[config.mk]
export PLATFORM = sky130hd
export DESIGN_NAME = wb_arbiter
export DESIGN_NICKNAME = d
export VERILOG_FILES = /design/src/rtl/wb_arbiter.sv
export SDC_FILE = /design/constraint.sdc
export NUM_CORES = 1
export LEC_CHECK = 0
export BUFFER_PORTS_ARGS = -buffer_cell sky130_fd_sc_hd__buf_2
export CAP_MARGIN = 20
export CELL_PAD_IN_SITES_DETAIL_PLACEMENT = 1
export CELL_PAD_IN_SITES_GLOBAL_PLACEMENT = 2
export CORE_AREA = 8 8 106 108
export CTS_BUF_LIST = sky130_fd_sc_hd__clkbuf_4 sky130_fd_sc_hd__clkbuf_8 sky130_fd_sc_hd__clkbuf_16
export DETAILED_ROUTE_END_ITERATION = 8
export DIE_AREA = 0 0 114 116
export GPL_ROUTABILITY_DRIVEN = 0
export PLACE_DENSITY_LB_ADDON = 0.2
export SYNTH_ARGS = -nofsm -noshare
export SYNTH_HDL_FRONTEND = slang
export SYNTH_SLANG_ARGS = --single-unit
[constraint.sdc]
create_clock -name clk -period 4.3 [get_ports clk]
set_input_delay 0.645 -clock clk [delete_from_list [all_inputs] [get_ports clk]]
set_output_delay 0.645 -clock clk [all_outputs]
set_load 0.01 [all_outputs]
[src/rtl/wb_arbiter.sv]
// Writeback arbiter: the ALU path has strict priority, and load results wait in a 2-entry FIFO.
// A registered output stage drives the register-file write port.
module wb_arbiter #(
    parameter int unsigned WIDTH = 16
) (
    input  logic             clk,
    input  logic             rst,
    input  logic             alu_valid,
    input  logic [2:0]       alu_regsel,
    input  logic [WIDTH-1:0] alu_data,
    input  logic             mem_valid,
    input  logic [2:0]       mem_regsel,
    input  logic [WIDTH-1:0] mem_data,
    output logic             mem_ready,
    output logic             write,
    output logic [2:0]       writeregsel,
    output logic [WIDTH-1:0] writedata,
    output logic [7:0]       pending,
    output logic             err
);

    logic [2:0]       r_q_sel  [2];
    logic [WIDTH-1:0] r_q_data [2];
    logic             r_head;
    logic             r_tail;
    logic [1:0]       r_count;

    logic             r_write;
    logic [2:0]       r_writeregsel;
    logic [WIDTH-1:0] r_writedata;
    logic             r_err;

    logic             w_ready;
    logic             w_enq;
    logic             w_deq;
    logic [1:0]       w_slot_valid;
    logic             w_collide;
    logic [7:0]       w_pending;

    assign w_ready = (r_count < 2'd2);
    assign w_enq   = mem_valid & w_ready;
    assign w_deq   = ~alu_valid & (r_count != 2'd0);

    always_comb begin
        w_slot_valid = 2'b00;
        w_collide    = 1'b0;
        w_pending    = 8'h00;
        for (int i = 0; i < 2; i++) begin
            w_slot_valid[i] = (r_count == 2'd2) || ((r_count == 2'd1) && (r_head == 1'(i)));
            if (w_slot_valid[i]) begin
                w_pending[r_q_sel[i]] = 1'b1;
                if (alu_valid && (r_q_sel[i] == alu_regsel)) begin
                    w_collide = 1'b1;
                end
            end
        end
        if (r_write) begin
            w_pending[r_writeregsel] = 1'b1;
        end
    end

    // Storage needs no reset; validity comes from head/count.
    always_ff @(posedge clk) begin
        if (w_enq) begin
            r_q_sel[r_tail]  <= mem_regsel;
            r_q_data[r_tail] <= mem_data;
        end
    end

    always_ff @(posedge clk) begin
        if (rst) begin
            r_head        <= 1'b0;
            r_tail        <= 1'b0;
            r_count       <= 2'd0;
            r_write       <= 1'b0;
            r_writeregsel <= 3'd0;
            r_writedata   <= '0;
            r_err         <= 1'b0;
        end else begin
            if (w_enq) begin
                r_tail <= ~r_tail;
            end
            if (w_deq) begin
                r_head <= ~r_head;
            end
            r_count <= r_count + {1'b0, w_enq} - {1'b0, w_deq};

            if (alu_valid) begin
                r_write       <= 1'b1;
                r_writeregsel <= alu_regsel;
                r_writedata   <= alu_data;
            end else if (w_deq) begin
                r_write       <= 1'b1;
                r_writeregsel <= r_q_sel[r_head];
                r_writedata   <= r_q_data[r_head];
            end else begin
                r_write <= 1'b0;
            end

            r_err <= w_collide | (mem_valid & ~w_ready);
        end
    end

    assign mem_ready   = w_ready;
    assign write       = r_write;
    assign writeregsel = r_writeregsel;
    assign writedata   = r_writedata;
    assign pending     = w_pending;
    assign err         = r_err;

endmodule
# After elaboration in Yosys (flattened, before gate mapping)
# Memories as Yosys holds them, arrays and structs flattened. A register that Yosys moved wholly into a read port is not among the register bits.
# Cells that the tools add are included.
[op_classes]
add_sub_neg = 2
n_lt_le_gt_ge = 7
eq_ne = 4
muxes = 25
bitwise_logic = 10
n_reduce_logical = 11
[ops]
columns = ["operator", "n"]
rows = [
  ["2-to-1 mux 16 bit", 2],
  ["2-to-1 mux 8 bit", 3],
  ["bitwise OR 8 bit", 2],
  ["2-to-1 mux 1 bit", 15],
  ["< comparator 3 x 4 -> 1 bit, second input constant", 3],
  ["demux 1 bit (select 3 bit)", 3],
  ["greater-or-equal comparator 3 x 1 -> 1 bit, second input constant", 3],
  ["logical AND 1 bit", 7],
  ["== test 3 bit", 2],
  ["2-to-1 mux 3 bit", 2],
  ["NOT 1 bit", 4],
  ["nonzero test 2 bit", 2],
  ["bitwise AND 1 bit", 3],
  ["adder 2 x 1 -> 2 bit", 1],
  ["== test 2 x 1 -> 1 bit, second input constant", 1],
  ["== test 2 bit, second input constant", 1],
  ["logical OR 1 bit", 2],
  ["< comparator 2 bit, second input constant", 1],
  ["subtractor 2 x 1 -> 2 bit", 1],
  ["bitwise OR 1 bit", 1],
]
[totals]
register_bits = 25
ram_bits = 38
inputBits = 42
mem_count = 2
[memory_table]
columns = ["memory", "words", "word_bits", "rd", "rd_ports_with_merged_regs", "write_ports", "line", "rtl"]
rows = [
  ["r_q_data", 2, 16, 1, 1, 1, "23", "logic [WIDTH-1:0] r_q_data [2];"],
  ["r_q_sel", 2, 3, 3, 1, 1, "22", "logic [2:0] r_q_sel [2];"],
]

# Depth between registers and ports, before layout
# Gate-level depths: netlist of the first run.
[logic_depth]
ltp_word = 9
ltp_mapped = 10
ltp_nobuf = 8

# Worst setup path after synthesis of the first run
# Ideal clock, no wire load.
[synth_timing]
path_kind = "input to register"
start = "in mem_valid"
end = "mem r_q_data[0][0], enable pin"
setup_time_ps = 395
t_arrival_ps = 1565
t_required_ps = 3905
setup_slack_ps = 2340
cell_stages = 2
cell_sequence = "nand2_1 > nor2_1"
[synth_between]
elab_chain_len = 3
[synth_lines]
columns = ["item", "line", "rtl"]
rows = [
  ["start: declaration", "11", "input logic mem_valid,"],
  ["bitwise AND 1 bit", "41", "assign w_enq = mem_valid & w_ready;"],
  ["2-to-1 mux 1 bit", "64", "if (w_enq) begin"],
  ["2-to-1 mux 1 bit (implied by the code)", "66", "r_q_data[r_tail] <= mem_data;"],
  ["end: declaration", "23", ""],
]
# Every way passes these cells.

# Worst setup path in the final report of the first run
[layout_timing]
start = "reg r_count[0]"
end = "out pending[0]"
[layout_between]
elab_chain_len = 8
elab_cells_between_ends = 11
classes_between = "eq/ne: 2; mux: 3; bitwise: 2; reduce/logical: 4"
[layout_lines]
columns = ["item", "line", "rtl"]
rows = [
  ["start: declaration", "26", "logic [1:0] r_count;"],
  ["start signal: assignment", "86", "r_count <= r_count + {1'b0, w_enq} - {1'b0, w_deq};"],
  ["== test 2 x 1 -> 1 bit", "49", "w_slot_valid[i] = (r_count == 2'd2) || ((r_count == 2'd1) && (r_head == 1'(i)));"],
  ["logical AND 1 bit", "49", ""],
  ["logical OR 1 bit", "49", ""],
  ["2-to-1 mux 8 bit", "50", "if (w_slot_valid[i]) begin"],
  ["bitwise OR 8 bit (no source line)", "--", ""],
  ["2-to-1 mux 8 bit (*)", "50", ""],
  ["bitwise OR 8 bit (no source line)", "--", ""],
  ["2-to-1 mux 8 bit (*)", "57", "if (r_write) begin"],
  ["end: declaration", "18", "output logic [7:0] pending,"],
]
# Mark *: on every way between the ends. The rest lies on a longest branch, timed or not.

==> impl_metrics.ini, run 1 <==
[placement]
io_buffers = 71
hpwl_um = 5247

[die]
fp.dieH_um = 116
num_rows = 36
dieArea_um2 = 13220
die_x_um = 114
coreArea_um2 = 9549
initial_core_util = 0.2898
pin_count = 72

[clocking]
cts_tree = done
root_buffer = clkbuf_8
h-tree-depth = 3
numCtsBuffers = 9
post_cts.repair.setup_buffers = 0
post_cts_resized = 0
cts.sinks = 64
cts_buffer_depth = 2
cts.hold.buffers_added = 0
insertion_delay_ns = 0.33
clk_pin_slew_worst_paths_ns = 0.07

[timing]
setup_viol = 0
slew_headroom = 0.3114
fin_skew_ns = 0.003553
finalHoldViolations = 0
slew_viol_final = 0
grt_setup_unrepaired = no
fmax_mhz = 392.8
setup_tns_ns = 0
tightest_slew_ns = 1.033
period_share = 0.5920
period_needed_ns = 2.546

[cells_and_area]
layout.nets = 343
area_delta_synth_final_pct = 26.04
multi_input_comb_area_um2 = 988.4
antenna_cells = 0
utilization = 0.3653
drive_gt1_frac = 0.3553
seq_area_um2 = 1662
fillers = 1100

[synth]
yosysSeqAreaShare = 0.6004
synth-edff-count = 38
synthTopCellsByArea = edfxtp_1, dfxtp_1, a222oi_1, mux2_2, nor2_1
synth_seq_cells = 64
synth_ff_type = edfxtp_1
async_flop_share = 0
syn_area_um2 = 2768
synth_nets = 274
synth_area_leader_cell = edfxtp_1
synth_cell_types = 39
synth_top_area_frac = 0.4123
synth_warnings = 0
netlist_instances = 230
synth_area_per_cell_um2 = 12.03

[global_routing]
grt_use_met3 = 0.02814
grtUsageTotal = 0.1169
grt_pass1_wl_um = 11650
antenna_found_initial = 0
grt_max_degree = 32
overflow = 0
gr-usage-met2 = 0.2003
met1_usage = 0.1310
grt-busiest-layer = met2
grt_pass1_vias = 2249

[critical_path]
max_stage_delay_ns = 0.50
crit_cells = 5
path_cells = or3b_1 > a21oi_2 > a22oi_1 > o41ai_1 > buf_2
cp.arrival_ns = 1.90
crit_required_ns = 3.65
setup.worst_path.class = register to primary output
worst_r2r_path_depth = 9
crit_fanout = 10
reg2reg_slack_ns = 2.47
critPathSlowestCell = dfxtp_1
crit_buf_inv = 1
critPathTopFamily = flip-flops
reg2reg_to = r_count[1]
cp-start-kind = register
setup.worst_path.end = pending[0]
endpoint_kind = primary output
cp-startpoint = r_count[0]
timing.rr.start = r_count[0]

[pwr]
power_density_nw_per_um2 = 567.9
peakVddDrop_uv = 207.4
power_leakage_uw = 0.001392

[route]
drtAntennaViolNets = 0
drc = 0
num_vias = 2060
firstDrtPassIters = 7
post_drt_wl_per_cell_um = 17.00
routed_wl_um = 7430
viasPerCell = 4.714
drtIter0Drc = 88

[job]
maxCapViolations = 0

[min_path]
min_path_type = register to register

[outcome]
status = finished clean
worst register-to-register path, cell delays in order, from the launching register on:
cell and delay, ns:
dfxtp_1 0.50, nor2_1 0.09, nor2_1 0.09, buf_4 0.24, ha_1 0.28, inv_1 0.06
ha_1 0.14, xnor2_1 0.13, xnor2_1 0.14, nor2_1 0.05
metrics by stage:
| stage | setup slack, ns | instances | instance area (um2) | total power, uW | hold WS [ns] |
|---|---|---|---|---|---|
| floorplan | 2.340 | 230 | 2768 | 1213 | 0.4761 |
| global placement | 1.937 | 419 | 3209 | 1364 | 0.4414 |
| detailed placement | 1.881 | 420 | 3224 | 1381 | 0.4455 |
| CTS | 1.715 | 436 | 3461 | 1996 | 0.4550 |
| global route | 1.574 | 437 | 3488 | 2097 | 0.4685 |
| finish | 1.754 | 437 | 3488 | 1981 | 0.4512 |
how the worst min path moves through the flow:
stage                  start  cells after the start  slack, ns            end
2_1_floorplan  writedata[11]                      2       0.48  writedata[11]
3_3_place_gp   writedata[12]                      2       0.44  writedata[12]
3_5_place_dp   writedata[14]                      2       0.45  writedata[14]
4_1_cts        writedata[14]                      2       0.45  writedata[14]
5_1_grt        writedata[14]                      2       0.47  writedata[14]
6_report       writedata[14]                      2       0.45  writedata[14]
power by group:
group          switching [uW]  internal [uW]  total (uW)
combinational             278            241         519
clock                     225            379         604
sequential               86.4            772         858
total                     590           1390        1980
routing by layer:
layer | vias to the layer above | wire (um)
li1 | 993 | -
met1 | 1010 | 3256
met2 | 48 | 3715
met3 | 9 | 309
met4 | 0 | 148
met5 | - | 0
area by class of cell:
class,instances,share of cell area
inverters,6,0.006456
flip-flops and latches,64,0.4763
clock inverters,3,0.01829
multi-input cells,143,0.2834
repair buffers,75,0.1184
clock buffers,13,0.04950
well taps,133,0.04770
synth_stat cells, types with 4 or more instances:
library cell and n:
edfxtp_1 38, clkbuf_1 6, a222oi_1 13, mux2i_1 6
xor2_1 7, nand2_1 24, o21ai_0 6, a21oi_1 8
nand3_1 4, inv_1 6, buf_2 6, mux2_2 9
nor2_1 25, mux2_4 4, dfxtp_1 26, a32oi_1 4
logic make-up (layout without fill, tap and decap cells):
kind of cell    Yosys count  in the layout  share of synthesized area
simple gates             69             69                     0.1121
flops                    64             64                     0.6004
compound gates           43             43                     0.1216
buf+inv                  23             97                    0.04520
mux                      19             19                    0.08002
xor+xnor                 10             10                    0.03165
fa+ha+maj                 2              2                   0.009040
placed cells by master, fill, tap and decap left out, drive strengths merged, types with 4 or more instances in the layout:
cell type / count
nand3: 4
nand2: 24
o21ai: 6
nor3: 4
a32oi: 4
nor2: 25
buf: 75
a222oi: 13
mux2: 13
dfxtp: 26
edfxtp: 38
a21oi: 9
mux2i: 6
clkbuf: 13
xor2: 7
inv: 6
state kept, by name, indices dropped and copies added (netlist names), named ones only:
signal	cells
r_q_data	32
writedata	16
r_q_sel	6
writeregsel	3
r_count	2
err	1
r_head	1
r_tail	1
write	1
No activity file was read; power rests on OpenSTA's default activity.
==> run 2: changes to the inputs <==
clock period = 2.3 ns   (was 4.3 ns; I/O delays follow)
==> run 2 against run 1 <==
  * Worst hold slack lost 0.25 ns
  * First-iteration DRC count grew 8.0%
  * Total power grew 82%
  * Clock power grew 74%
  * Combinational power grew 86%
  * Register-to-register slack lost 1.9 ns
  * Global-route usage shrank 0.55 points
  * Setup slack lost 1.6 ns
  * Critical path depth is the same
  * Sequential power grew 85%
  * Critical endpoint is now pending[5]
  * Largest cell class unchanged
==> impl_metrics.ini, run 2 (synthesis gave the netlist of run 1 again) <==
[global_routing]
grtUsageTotal = 0.1114
grt_pass1_wl_um = 11280
grt_pass1_vias = 2155
antenna_found_initial = 0
overflow = 0
grt_max_degree = 27

[min_path]
holdPathEnd = r_q_sel[1][1]
min_path_cells = 1
min_from = mem_regsel[1]
min_path_type = input pin to register

[route]
drtAntennaViolNets = 0
drtIter0Drc = 95
num_vias = 2056
firstDrtPassIters = 5
routed_wl_um = 7211
drc = 0
post_drt_wl_per_cell_um = 16.35
viasPerCell = 4.662

[die]
die_x_um = 114
num_rows = 36
coreArea_um2 = 9549
initial_core_util = 0.2898
pin_count = 72
dieArea_um2 = 13220
fp.dieH_um = 116

[timing]
period_needed_ns = 2.121
tightest_slew_ns = 0.5728
setup_viol = 0
slew_headroom = 0.6181
setup_tns_ns = 0
grt_setup_unrepaired = no
fin_skew_ns = 0.01228
fmax_mhz = 471.5
slew_viol_final = 0
period_share = 0.9222
finalHoldViolations = 0

[clocking]
cts_buffer_depth = 2
cts.hold.buffers_added = 0
h-tree-depth = 3
clk_pin_slew_worst_paths_ns = 0.08
numCtsBuffers = 9
cts.sinks = 64
root_buffer = clkbuf_8
post_cts_resized = 0
post_cts.repair.setup_buffers = 0
cts_tree = done
insertion_delay_ns = 0.33

[critical_path]
cp.arrival_ns = 1.78
crit_fanout = 9
endpoint_kind = primary output
worst_r2r_path_depth = 8
reg2reg_slack_ns = 0.59
crit_required_ns = 1.96
reg2reg_to = r_count[1]
setup.worst_path.class = register to primary output
timing.rr.start = r_count[1]
cp-start-kind = register

[cells_and_area]
area_delta_synth_final_pct = 25.59
drive_gt1_frac = 0.3669
layout.nets = 347
antenna_cells = 0
final_cell_mix = buf_2, edfxtp_1, dfxtp_1, nor2_1, nand2_1
final_common_cell = buf_2
fillers = 1112
utilization = 0.3640
largest_reg_flops = 32
regMostFlops = r_q_data

[pwr]
power_leakage_uw = 0.001386
finalPower_uw = 3601
power_density_nw_per_um2 = 1036
peakVddDrop_uv = 357.0

[outcome]
status = finished clean

[placement]
hpwl_um = 5219
io_buffers = 71

[job]
maxCapViolations = 0
## run 2: metal layers
metal  track usage  vias to the layer above  part of all wire
li1              -                     1004                 -
met1        0.1250                      995              0.42
met2        0.1936                       50              0.52
met3       0.02606                        7             0.055
met4       0.05856                        0             0.014
met5             0                        -                 0
## run 2: worst max path at each step
stage | startpoint | endpoint | slack [ns]
after floorplan | r_count[1] | r_q_data[0][0] | 0.39
after global placement | r_count[0] | pending[6] | 0.44
after detailed placement | r_count[0] | pending[6] | 0.42
after CTS | r_count[0] | pending[6] | 0.04
after global routing | r_count[1] | pending[1] | 0.05
final | r_count[1] | pending[5] | 0.18
## run 2: cell type report
class / instances / area [um2] / area share
clock buffer: 9 / 123.9 / 0.03564
clock inverter: 7 / 96.34 / 0.02772
inverter: 6 / 22.52 / 0.006479
timing repair buffer: 79 / 415.4 / 0.1195
multi-input combinational: 143 / 988.4 / 0.2844
tap: 133 / 166.4 / 0.04788
sequential: 64 / 1663 / 0.4784
## run 2: critical path, cell delays in order (launching register included)
cell and delay (ns):
dfxtp_1 0.50, nand2b_1 0.19, a21boi_1 0.35, a32oi_1 0.16, o31ai_1 0.08, buf_2 0.17
## run 2: power breakdown
part,switching [uW],total (uW),leakage [uW],internal (uW)
registers,143,1590,0.000570,1440
logic,526,964,0.000713,437
clock network,442,1050,0.000103,609
## run 2: per-stage QoR
stage	hold WS [ns]	setup WS (ns)	cell area, um2	std cells
after floorplan	0.4439	0.3861	2768	230
after detailed placement	0.4512	0.4169	3254	425
after global placement	0.4405	0.4409	3254	425
after CTS	0.1754	0.04322	3475	441
final	0.1988	0.1790	3476	441
after global routing	0.1833	0.04518	3476	441
